## config.mk

```make
export PLATFORM = sky130hd
export DESIGN_NAME = mmio_uart_tx
export DESIGN_NICKNAME = d
export VERILOG_FILES = /design/src/rtl/mmio_uart_tx.sv
export SDC_FILE = /design/constraint.sdc
export NUM_CORES = 1
export LEC_CHECK = 0
export BUFFER_PORTS_ARGS = -buffer_cell sky130_fd_sc_hd__buf_2
export CAP_MARGIN = 20
export CORE_MARGIN = 10
export CORE_UTILIZATION = 50
export CTS_BUF_LIST = sky130_fd_sc_hd__clkbuf_2
export CTS_CLUSTER_DIAMETER = 60
export DETAILED_ROUTE_END_ITERATION = 10
export GPL_TIMING_DRIVEN = 0
export PLACE_DENSITY = 0.76
export SYNTH_ARGS = -nofsm -noshare
export SYNTH_HDL_FRONTEND = slang
export SYNTH_SLANG_ARGS = --single-unit
export TNS_END_PERCENT = 20
```

## constraint.sdc

```tcl
create_clock -name clk -period 2.6 [get_ports clk]
set_clock_uncertainty 0.15 [all_clocks]
set_input_delay 0.52 -clock clk [delete_from_list [all_inputs] [get_ports clk]]
set_output_delay 0.52 -clock clk [all_outputs]
set_load 0.005 [all_outputs]
```

## src/rtl/mmio_uart_tx.sv

```systemverilog
//==============================================================================
// Module      : mmio_uart_tx
// Description : Memory-mapped UART transmitter. It sits on the CPU
//               memory-stage bus alongside the data RAM. Byte stores to
//               TXDATA are queued in a FIFO and sent as serial frames on
//               o_Tx_1. Loads from STATUS return FIFO and transmitter state
//               one cycle later, which matches the data RAM read latency.
//
// Register map (byte addresses):
//   BASE_ADDR + 0 : TXDATA  (W)  bits [7:0] are queued for transmission
//   BASE_ADDR + 4 : STATUS  (R)  bit0 full, bit1 empty, bit2 busy,
//                                bit3 overflow (sticky), bit4 parity-enabled,
//                                bits[15:8] FIFO count
//                           (W)  writing 1 to bit3 clears overflow
//
// Ports:
//   clk             system clock
//   rst             asynchronous active-high reset
//   i_Load_1        memory-stage load strobe
//   i_Store_1       memory-stage store strobe
//   i_Addr_32       memory-stage byte address
//   i_StoreData_32  store data (bits [7:0] are the byte; bit3 clears overflow)
//   o_Hit_1         combinational hit on the 8-byte register window
//   o_LoadData_32   registered STATUS read data
//   o_Tx_1          serial line, idle high
//
// Build option:
//   MMIO_UART_TX_PARITY_EN  When defined, an even-parity bit is sent between
//                           the data bits and the stop bit (8E1 framing) and
//                           STATUS bit4 reads 1. When undefined, frames are
//                           8N1 and STATUS bit4 reads 0.
//
// Revision    : 1.0 - initial release
//==============================================================================
`timescale 1ns/1ps
`default_nettype none

module mmio_uart_tx #(
  parameter logic [31:0] BASE_ADDR    = 32'h1000_0000,
  parameter int          FIFO_DEPTH   = 8,
  parameter int          CLKS_PER_BIT = 868
) (
  input  logic        clk,
  input  logic        rst,
  input  logic        i_Load_1,
  input  logic        i_Store_1,
  input  logic [31:0] i_Addr_32,
  input  logic [31:0] i_StoreData_32,
  output logic        o_Hit_1,
  output logic [31:0] o_LoadData_32,
  output logic        o_Tx_1
);

  //--------------------------------------------------------------------------
  // Derived constants
  //--------------------------------------------------------------------------
  localparam int PTR_W  = (FIFO_DEPTH > 1) ? $clog2(FIFO_DEPTH) : 1;
  localparam int CNT_W  = PTR_W + 1;
  localparam int BAUD_W = (CLKS_PER_BIT > 1) ? $clog2(CLKS_PER_BIT) : 1;

  localparam logic [31:0]       STATUS_ADDR = BASE_ADDR + 32'd4;
  localparam logic [CNT_W-1:0]  CNT_FULL    = CNT_W'(FIFO_DEPTH);
  localparam logic [BAUD_W-1:0] BAUD_LAST   = BAUD_W'(CLKS_PER_BIT - 1);

  // Transmit FSM encoding
  localparam logic [2:0] S_IDLE   = 3'd0;
  localparam logic [2:0] S_START  = 3'd1;
  localparam logic [2:0] S_DATA   = 3'd2;
  localparam logic [2:0] S_STOP   = 3'd4;
`ifdef MMIO_UART_TX_PARITY_EN
  localparam logic [2:0] S_PARITY = 3'd3;
  localparam logic       PARITY_FLAG = 1'b1;
`else
  localparam logic       PARITY_FLAG = 1'b0;
`endif

  //--------------------------------------------------------------------------
  // Address decode
  //--------------------------------------------------------------------------
  logic w_is_txdata;
  logic w_is_status;

  // o_Hit_1 covers the whole 8-byte window so the top-level can steer the
  // load mux away from RAM even for unused offsets inside the window.
  assign o_Hit_1     = (i_Addr_32[31:3] == BASE_ADDR[31:3]);
  assign w_is_txdata = (i_Addr_32 == BASE_ADDR);
  assign w_is_status = (i_Addr_32 == STATUS_ADDR);

  //--------------------------------------------------------------------------
  // State registers
  //--------------------------------------------------------------------------
  logic [7:0]        fifo_mem_q [FIFO_DEPTH];
  logic [PTR_W-1:0]  wr_ptr_q, wr_ptr_d;
  logic [PTR_W-1:0]  rd_ptr_q, rd_ptr_d;
  logic [CNT_W-1:0]  count_q,  count_d;
  logic              ovf_q,    ovf_d;

  logic [2:0]        state_q,  state_d;
  logic [BAUD_W-1:0] baud_q,   baud_d;
  logic [2:0]        bit_idx_q, bit_idx_d;
  logic [7:0]        shift_q,  shift_d;
`ifdef MMIO_UART_TX_PARITY_EN
  logic              parity_q, parity_d;
`endif

  logic [31:0]       load_data_q, load_data_d;

  //--------------------------------------------------------------------------
  // FIFO control
  //--------------------------------------------------------------------------
  logic w_full;
  logic w_empty;
  logic w_enq;
  logic w_deq;
  logic w_ovf_set;
  logic w_ovf_clr;

  assign w_full  = (count_q == CNT_FULL);
  assign w_empty = (count_q == '0);

  // Full is judged on the pre-edge count, so a store that lands in the same
  // cycle as a dequeue from a full FIFO is still dropped.
  assign w_enq     = i_Store_1 & w_is_txdata & ~w_full;
  assign w_ovf_set = i_Store_1 & w_is_txdata &  w_full;
  assign w_ovf_clr = i_Store_1 & w_is_status & i_StoreData_32[3];

  // The transmitter pops only from IDLE, which also guarantees non-empty.
  assign w_deq = (state_q == S_IDLE) & ~w_empty;

  always_comb begin
    wr_ptr_d = wr_ptr_q;
    rd_ptr_d = rd_ptr_q;
    count_d  = count_q;
    ovf_d    = ovf_q;

    if (w_enq) begin
      wr_ptr_d = wr_ptr_q + PTR_W'(1);
    end
    if (w_deq) begin
      rd_ptr_d = rd_ptr_q + PTR_W'(1);
    end

    unique case ({w_enq, w_deq})
      2'b10:   count_d = count_q + CNT_W'(1);
      2'b01:   count_d = count_q - CNT_W'(1);
      default: count_d = count_q;
    endcase

    // Set and clear are both stores on one port, so they never coincide.
    if (w_ovf_set) begin
      ovf_d = 1'b1;
    end else if (w_ovf_clr) begin
      ovf_d = 1'b0;
    end
  end

  // Storage carries no reset: pointers and count define validity.
  always_ff @(posedge clk) begin
    if (w_enq) begin
      fifo_mem_q[wr_ptr_q] <= i_StoreData_32[7:0];
    end
  end

  //--------------------------------------------------------------------------
  // Transmit FSM
  //--------------------------------------------------------------------------
  logic       w_bit_end;
  logic [7:0] w_head;

  assign w_bit_end = (baud_q == BAUD_LAST);
  assign w_head    = fifo_mem_q[rd_ptr_q];

  always_comb begin
    state_d   = state_q;
    baud_d    = baud_q;
    bit_idx_d = bit_idx_q;
    shift_d   = shift_q;
`ifdef MMIO_UART_TX_PARITY_EN
    parity_d  = parity_q;
`endif

    unique case (state_q)
      S_IDLE: begin
        if (!w_empty) begin
          shift_d = w_head;
`ifdef MMIO_UART_TX_PARITY_EN
          // Parity is captured at load time since the shift register is
          // consumed by the time the parity bit goes out.
          parity_d = ^w_head;
`endif
          baud_d  = '0;
          state_d = S_START;
        end
      end

      S_START: begin
        if (w_bit_end) begin
          baud_d    = '0;
          bit_idx_d = 3'd0;
          state_d   = S_DATA;
        end else begin
          baud_d = baud_q + BAUD_W'(1);
        end
      end

      S_DATA: begin
        if (w_bit_end) begin
          baud_d  = '0;
          shift_d = {1'b0, shift_q[7:1]};
          if (bit_idx_q == 3'd7) begin
`ifdef MMIO_UART_TX_PARITY_EN
            state_d = S_PARITY;
`else
            state_d = S_STOP;
`endif
          end else begin
            bit_idx_d = bit_idx_q + 3'd1;
          end
        end else begin
          baud_d = baud_q + BAUD_W'(1);
        end
      end

`ifdef MMIO_UART_TX_PARITY_EN
      S_PARITY: begin
        if (w_bit_end) begin
          baud_d  = '0;
          state_d = S_STOP;
        end else begin
          baud_d = baud_q + BAUD_W'(1);
        end
      end
`endif

      S_STOP: begin
        if (w_bit_end) begin
          baud_d  = '0;
          state_d = S_IDLE;
        end else begin
          baud_d = baud_q + BAUD_W'(1);
        end
      end

      default: begin
        baud_d  = '0;
        state_d = S_IDLE;
      end
    endcase
  end

  // Line level is decoded straight from the state registers, so an
  // asynchronous reset returns the line to idle-high immediately.
  always_comb begin
    o_Tx_1 = 1'b1;
    unique case (state_q)
      S_START: o_Tx_1 = 1'b0;
      S_DATA:  o_Tx_1 = shift_q[0];
`ifdef MMIO_UART_TX_PARITY_EN
      S_PARITY: o_Tx_1 = parity_q;
`endif
      default: o_Tx_1 = 1'b1;
    endcase
  end

  //--------------------------------------------------------------------------
  // STATUS read path
  //--------------------------------------------------------------------------
  logic [31:0] w_status;

  always_comb begin
    w_status       = '0;
    w_status[0]    = w_full;
    w_status[1]    = w_empty;
    w_status[2]    = (state_q != S_IDLE);
    w_status[3]    = ovf_q;
    w_status[4]    = PARITY_FLAG;
    w_status[15:8] = 8'(count_q);
  end

  // Pre-edge state is sampled, so a same-cycle enqueue is not visible yet.
  always_comb begin
    load_data_d = load_data_q;
    if (i_Load_1) begin
      load_data_d = w_is_status ? w_status : 32'd0;
    end
  end

  assign o_LoadData_32 = load_data_q;

  //--------------------------------------------------------------------------
  // Sequential update
  //--------------------------------------------------------------------------
  always_ff @(posedge clk or posedge rst) begin
    if (rst) begin
      wr_ptr_q    <= '0;
      rd_ptr_q    <= '0;
      count_q     <= '0;
      ovf_q       <= 1'b0;
      state_q     <= S_IDLE;
      baud_q      <= '0;
      bit_idx_q   <= 3'd0;
      shift_q     <= 8'd0;
`ifdef MMIO_UART_TX_PARITY_EN
      parity_q    <= 1'b0;
`endif
      load_data_q <= 32'd0;
    end else begin
      wr_ptr_q    <= wr_ptr_d;
      rd_ptr_q    <= rd_ptr_d;
      count_q     <= count_d;
      ovf_q       <= ovf_d;
      state_q     <= state_d;
      baud_q      <= baud_d;
      bit_idx_q   <= bit_idx_d;
      shift_q     <= shift_d;
`ifdef MMIO_UART_TX_PARITY_EN
      parity_q    <= parity_d;
`endif
      load_data_q <= load_data_d;
    end
  end

  // Upper store-data bits carry no meaning for this peripheral.
  logic w_unused_store;
  assign w_unused_store = ^i_StoreData_32[31:8];

endmodule

`default_nettype wire

```

* Word level (Yosys, flattened, before mapping) *
Memories as Yosys holds them, arrays and structs flattened.
Cells that the tools add are included.

cells by class
  $add $sub $neg = 6
  eq/ne operators = 17
  multiplexer cells = 22
  bitwise gates (word level) = 8
  reduce and logical (&&, ||, !) cells = 11

operator list
  cell                                                   number
  equality test 32 x 29 -> 1 bit, second input constant  2
  equality test 29 x 26 -> 1 bit, second input constant  1
  2-to-1 mux 3 bit                                       7
  2-to-1 mux 10 bit                                      2
  one-hot mux 10 bit (2 select lines)                    1
  2-to-1 mux 8 bit                                       2
  one-hot mux 8 bit (2 select lines)                     1
  2-to-1 mux 12 bit                                      1
  != test 2 bit, second input constant                   6
  one-hot mux 3 bit (4 select lines)                     1
  adder 10 x 1 -> 10 bit, second input constant          1
  equality test 10 bit, second input constant            1
  adder 3 x 1 -> 3 bit, second input constant            3
  one-hot mux 4 bit (2 select lines)                     1
  nonzero test 2 bit                                     4
  bitwise AND 1 bit                                      6
  equality test 3 bit, second input constant             2
  one-hot mux 3 bit (2 select lines)                     1
  AND reduction 5 bit                                    1
  adder 4 x 1 -> 4 bit, second input constant            1
  equality test 4 bit, second input constant             1
  logical NOT 4 bit                                      1
  2-to-1 mux 1 bit                                       4
  AND reduction 4 bit                                    1
  11 further kinds                                       12

storage, ports and cells
  register bits = 67
  bits in writable memories = 64
  input port bits = 68
  memories = 1

memory list
  name        depth  bits a word  read ports  clocked after Yosys merged registers in  write ports  RTL line  source
  fifo_mem_q  8      8            1           0                                        1            92        logic [7:0] fifo_mem_q [FIFO_DEPTH];

* Depth between registers and ports, before layout *
  depth after elaboration = 5
  mapped depth = 11

* Least setup slack after synthesis *
OpenSTA, ideal clock, no wires.

  path kind = input to register
  start = input port i_Addr_32[10]
  end = register count_q[2]
  setup time = 125 ps
  arrival time = 2518 ps
  data required time = 2325 ps
  path slack = -193 ps
  stages = 11
  cell sequence = nor4_1 nand4_1 nor2_2 nand3_1 ha_1 xor2_1 ha_1 a21oi_1 xor2_1 nor2_1 xor2_1

on the way
  longest elaborated chain between the ends = 5

RTL lines
  element                                                                          RTL line  source
  start, declared                                                                  47        input logic [31:0] i_Addr_32,
  equality test 32 x 29 -> 1 bit (*)                                               86        assign w_is_txdata = (i_Addr_32 == BASE_ADDR);
  bitwise AND 1 bit (*) (2 in series)                                              123       assign w_enq = i_Store_1 & w_is_txdata & ~w_full;
  equality test 2 x 1 -> 1 bit / equality test 2 bit (equally long branches)       143       unique case ({w_enq, w_deq})
  one-hot mux 4 bit (2 select lines) / nonzero test 2 bit (equally long branches)  -
  end signal, assigned                                                             310       count_q <= count_d;
  end, declared                                                                    95        logic [CNT_W-1:0] count_q, count_d;

Mark *: on every way between the ends. The rest lies on a longest branch, timed or not.
A chain may end at the register's enable or synchronous reset.

* Worst setup path in the final report *
  start = register count_q[0]
  end = register count_q[2]

on the way
  longest elaborated chain between the ends = 5

RTL lines
  element                                                                          RTL line  source
  logical NOT 4 bit (*)                                                            119       assign w_empty = (count_q == '0);
  NOT 1 bit (*)                                                                    128       assign w_deq = (state_q == S_IDLE) & ~w_empty;
  bitwise AND 1 bit (*)                                                            128
  via w_deq                                                                        114       logic w_deq;
  equality test 2 x 1 -> 1 bit / equality test 2 bit (equally long branches)       143
  one-hot mux 4 bit (2 select lines) / nonzero test 2 bit (equally long branches)  -

Mark *: on every way through the listed nets, which the timed path passes. The rest lies on a longest branch.

==> flow_metrics.tcl <==
set metrics [dict create \
    grt_max_degree 44 \
    cp_data_arrival_time_ps 2880 \
    worstRegToRegCells 11 \
    synthesized_area_fraction_occupied_by_ao_oa_aoi_and_oai_cells 0.1097 \
    post_route_cells_drive_above_1_share 0.2907 \
    postSynth.asyncResetShare 0.4019 \
    critical_path.most_common_cell "sky130_fd_sc_hd__xor2_1" \
    antenna_fix_cells 0 \
    die_y_um 119.0 \
    dpl_cell_area_um2 5466 \
    postSynth.topFlopCell "sky130_fd_sc_hd__edfxtp_1" \
    vias 3369 \
    min_delay_path_depth 1 \
    report.final.hold_viol_count 0 \
    worst_path_largest_cell_delay_ps 560 \
    synth-seq-cells 107 \
    power_leakage_nw 2.362 \
    part_of_the_cycle_the_worst_path_needs 0.9587 \
    tritoncts "done" \
    core.rowCount 36 \
    yosysTopAreaCellShare 0.3920 \
    timing.critical_path.slowest_stage_cell "sky130_fd_sc_hd__or4_4" \
    postRouteAntennaNets 0 \
    path_cells "buf_6 > or4_4 > nand2_4 > inv_4 > ha_4 > xor2_1 > ha_1 > a21oi_2 > xor2_1 > nor2_1 > xor2_1" \
    grt_pass1_vias 3391 \
    full_die_area_um2 14160 \
    timing.fmax_ghz 0.4012 \
    globalRoute.totalOverflow 0 \
    wire_length_of_the_first_global_routing_pass_mm 16.57 \
    drt_first_pass_iters 4 \
    setup.worst_path.start_class "flop" \
    place.detailed.hpwl_mm 7.306 \
    whs_endpoint "fifo_mem_q[6][3]" \
    netlist_top_cells_count "sky130_fd_sc_hd__edfxtp_1, sky130_fd_sc_hd__dfrtp_1, sky130_fd_sc_hd__nor2_1, sky130_fd_sc_hd__nand2_1, sky130_fd_sc_hd__buf_4" \
    rsz0062_at_grt "true" \
    drt_iter0_markers 260 \
    worst-endpoint-required_ps 2990 \
    reg2reg_to "count_q[2]" \
    period_minus_slack_ps 2493 \
    post_synth_edffs 64 \
    timing.setup.critical_path_class "flop to flop" \
    total_buffers_and_inverters_traversed_by_the_critical_path 2 \
    cts-root-buf "sky130_fd_sc_hd__clkbuf_2" \
    place.port_buffers 53 \
    r2r_slack_ps 110 \
    r2r_path_start "count_q[0]" \
    slew-limit-headroom 0.3366 \
    peakVddDrop_uv 457.0 \
    route.detailed.wl_per_inst_um 16.24 \
    layout_setup_ws_ps 107.3 \
    pwr_density_cell_nw_per_um2 486.8 \
    num-nets-final 563 \
    worstHoldPathType "primary input to flop" \
    postLayoutCellArea_um2 5748 \
    clk-insertion-delay-late_ps 620 \
    post-route-drc-count 0 \
    synth_mux_area_frac 0.05794 \
    holdCritStartpoint "i_StoreData_32[3]" \
    stdcell_count 625 \
    synth.avg_cell_area_um2 12.67 \
    synthesis_warnings 0 \
    post-place-ws_ps -573.9 \
    synthMostInstantiatedCell "sky130_fd_sc_hd__edfxtp_1" \
    critical_path_peak_fanout 8 \
    clock_sink_count 107 \
    worst_setup_path_end_kind "flop" \
    timing.final.max_slew_violations 0 \
    post_drt_via_cell_ratio 5.390 \
    i_o_pins 102 \
    dieWidth_um 119.0 \
    antenna_found_initial 0 \
    synthCells 387 \
    gp_congestion 0.8091 \
    synth.cell_area_um2 4902 \
    initial_core_util 0.5086 \
    synth_top_area_cell "sky130_fd_sc_hd__edfxtp_1" \
    run_status "finished, final reports clean" \
    cts_buffer_depth 2 \
    final_core_utilization 0.5963 \
    grt_usage 0.1434 \
    cpLargestDelayFamily "simple AND/OR/NAND/NOR gates" \
    synth.distinct_cells 53 \
    yosys.area_share.simple 0.1110 \
    synth-seq-area-share 0.6115 \
    tightestPinTransition_ps 991.5 \
    max_cap_violations 0 \
    number_of_levels_the_h_tree_was_split_into 3 \
    post_synth_xor_area_fraction 0.03037 \
    synth_top_family_by_area "simple AND/OR/NAND/NOR gates" \
    cells_taking_the_most_area_after_synthesis "sky130_fd_sc_hd__edfxtp_1, sky130_fd_sc_hd__dfrtp_1, sky130_fd_sc_hd__buf_4" \
    post-place-cells 597 \
    synth_adder_area_share 0.02042 \
    cts.reportedPaths.clkPinSlew_ps 300 \
    core_area_um2 9639 \
    area_growth_from_synthesis_to_final_layout_pct 17.25 \
    timing.final.setup_violations 0 \
    numCtsBuffers 9 \
    route.final.wire_length_mm 10.15 \
]
state kept, by name, indices dropped and copies added (netlist names):
signal / flops
bit_idx_q: 3
shift_q: 8
ovf_q: 1
count_q: 4
baud_q: 10
state_q: 3
wr_ptr_q: 3
fifo_mem_q: 64
rd_ptr_q: 3
o_LoadData_32: 8
worst max path at each step:
stage             startpoint               end  slack, ps  depth (start not counted)
2_1_floorplan  i_Addr_32[25]        count_q[2]          4                         11
3_3_place_gp   i_Addr_32[21]  fifo_mem_q[0][2]       -550                          6
3_5_place_dp   i_Addr_32[15]  fifo_mem_q[1][2]       -570                          6
4_1_cts           state_q[0]        count_q[2]        -30                         11
5_1_grt           count_q[0]        count_q[2]        -30                         11
6_report          count_q[0]        count_q[2]        110                         11
worst register-to-register path, delay by kind of cell (launching register included):
kind            cells  cell delay [ps]
simple gates        3              710
compound gates      1              110
buf+inv             2              210
fa+ha+maj           2              350
xor+xnor            3              430
flops               1              470
cell usage in the layout (no fill, tap or decap), types with 11 or more instances in the layout:
cell                       synthesis  layout
sky130_fd_sc_hd__nand2_1          27      26
sky130_fd_sc_hd__buf_4            24      27
sky130_fd_sc_hd__o21ai_0          15      15
sky130_fd_sc_hd__nor2_1           31      30
sky130_fd_sc_hd__dfrtp_1          43      42
sky130_fd_sc_hd__conb_1            1      24
sky130_fd_sc_hd__a21oi_1          12      11
sky130_fd_sc_hd__a22oi_1          12      12
sky130_fd_sc_hd__edfxtp_1         64      64
sky130_fd_sc_hd__buf_2             6      60
sky130_fd_sc_hd__mux2_2           13      13
metal layers:
| metal | vias to the layer above | track usage | routed length (um) |
|---|---|---|---|
| met3 | 18 | 0.03307 | 537 |
| met5 | - | 0 | 0 |
| met1 | 1643 | 0.1728 | 4362 |
| met2 | 106 | 0.2379 | 5021 |
| met4 | 0 | 0.06870 | 231 |
| li1 | 1602 | - | - |
power by group:
group	switching [W]	total, W	internal [W]
logic	0.0000769	0.000154	0.0000770
registers	0.0000279	0.00188	0.00185
clock network	0.000605	0.000763	0.000158
total	0.000710	0.00280	0.00209
area by class of cell:
cell class,count,area (um2)
buffer,39,266.5
multi-input combinational,257,1789
sequential,107,2999
clock buffer,9,45.04
fill,821,3891
timing repair buffer,67,392.9
clock inverter,7,63.81
inverter,6,25.02
tap,133,166.4
repair_timing:
action / in CTS / in global routing
pin swaps: 0 / 3
gates resized for setup: 5 / 10
endpoints found under the hold margin: 95 / 0
hold buffers: 10 / 0
endpoints found under the setup margin: 36 / 15
setup buffers: 0 / 3
kinds of logic (layout without fill, tap and decap cells):
| logic type | count (synthesis) | count (layout) |
|---|---|---|
| multiplexers | 23 | 23 |
| XOR/XNOR | 17 | 17 |
| buffers and inverters | 46 | 128 |
| AND/OR/NAND/NOR | 108 | 108 |
| flip-flops | 107 | 107 |
| other | 1 | 24 |
| adder cells (fa/ha/maj) | 8 | 8 |
| AO/OA/AOI/OAI | 77 | 77 |
metrics by stage:
step                      hold slack [ps]  TNS (ps)  total power (W)
final                               45.68         0         0.002798
after global routing                1.744    -34.55         0.002899
after CTS                           9.201    -50.76         0.002813
after detailed placement            318.0    -23130         0.002057
after global placement              316.6    -20080         0.002048
after floorplan                     292.6         0         0.001989
Note: power is estimated with default switching activity, not from simulation.
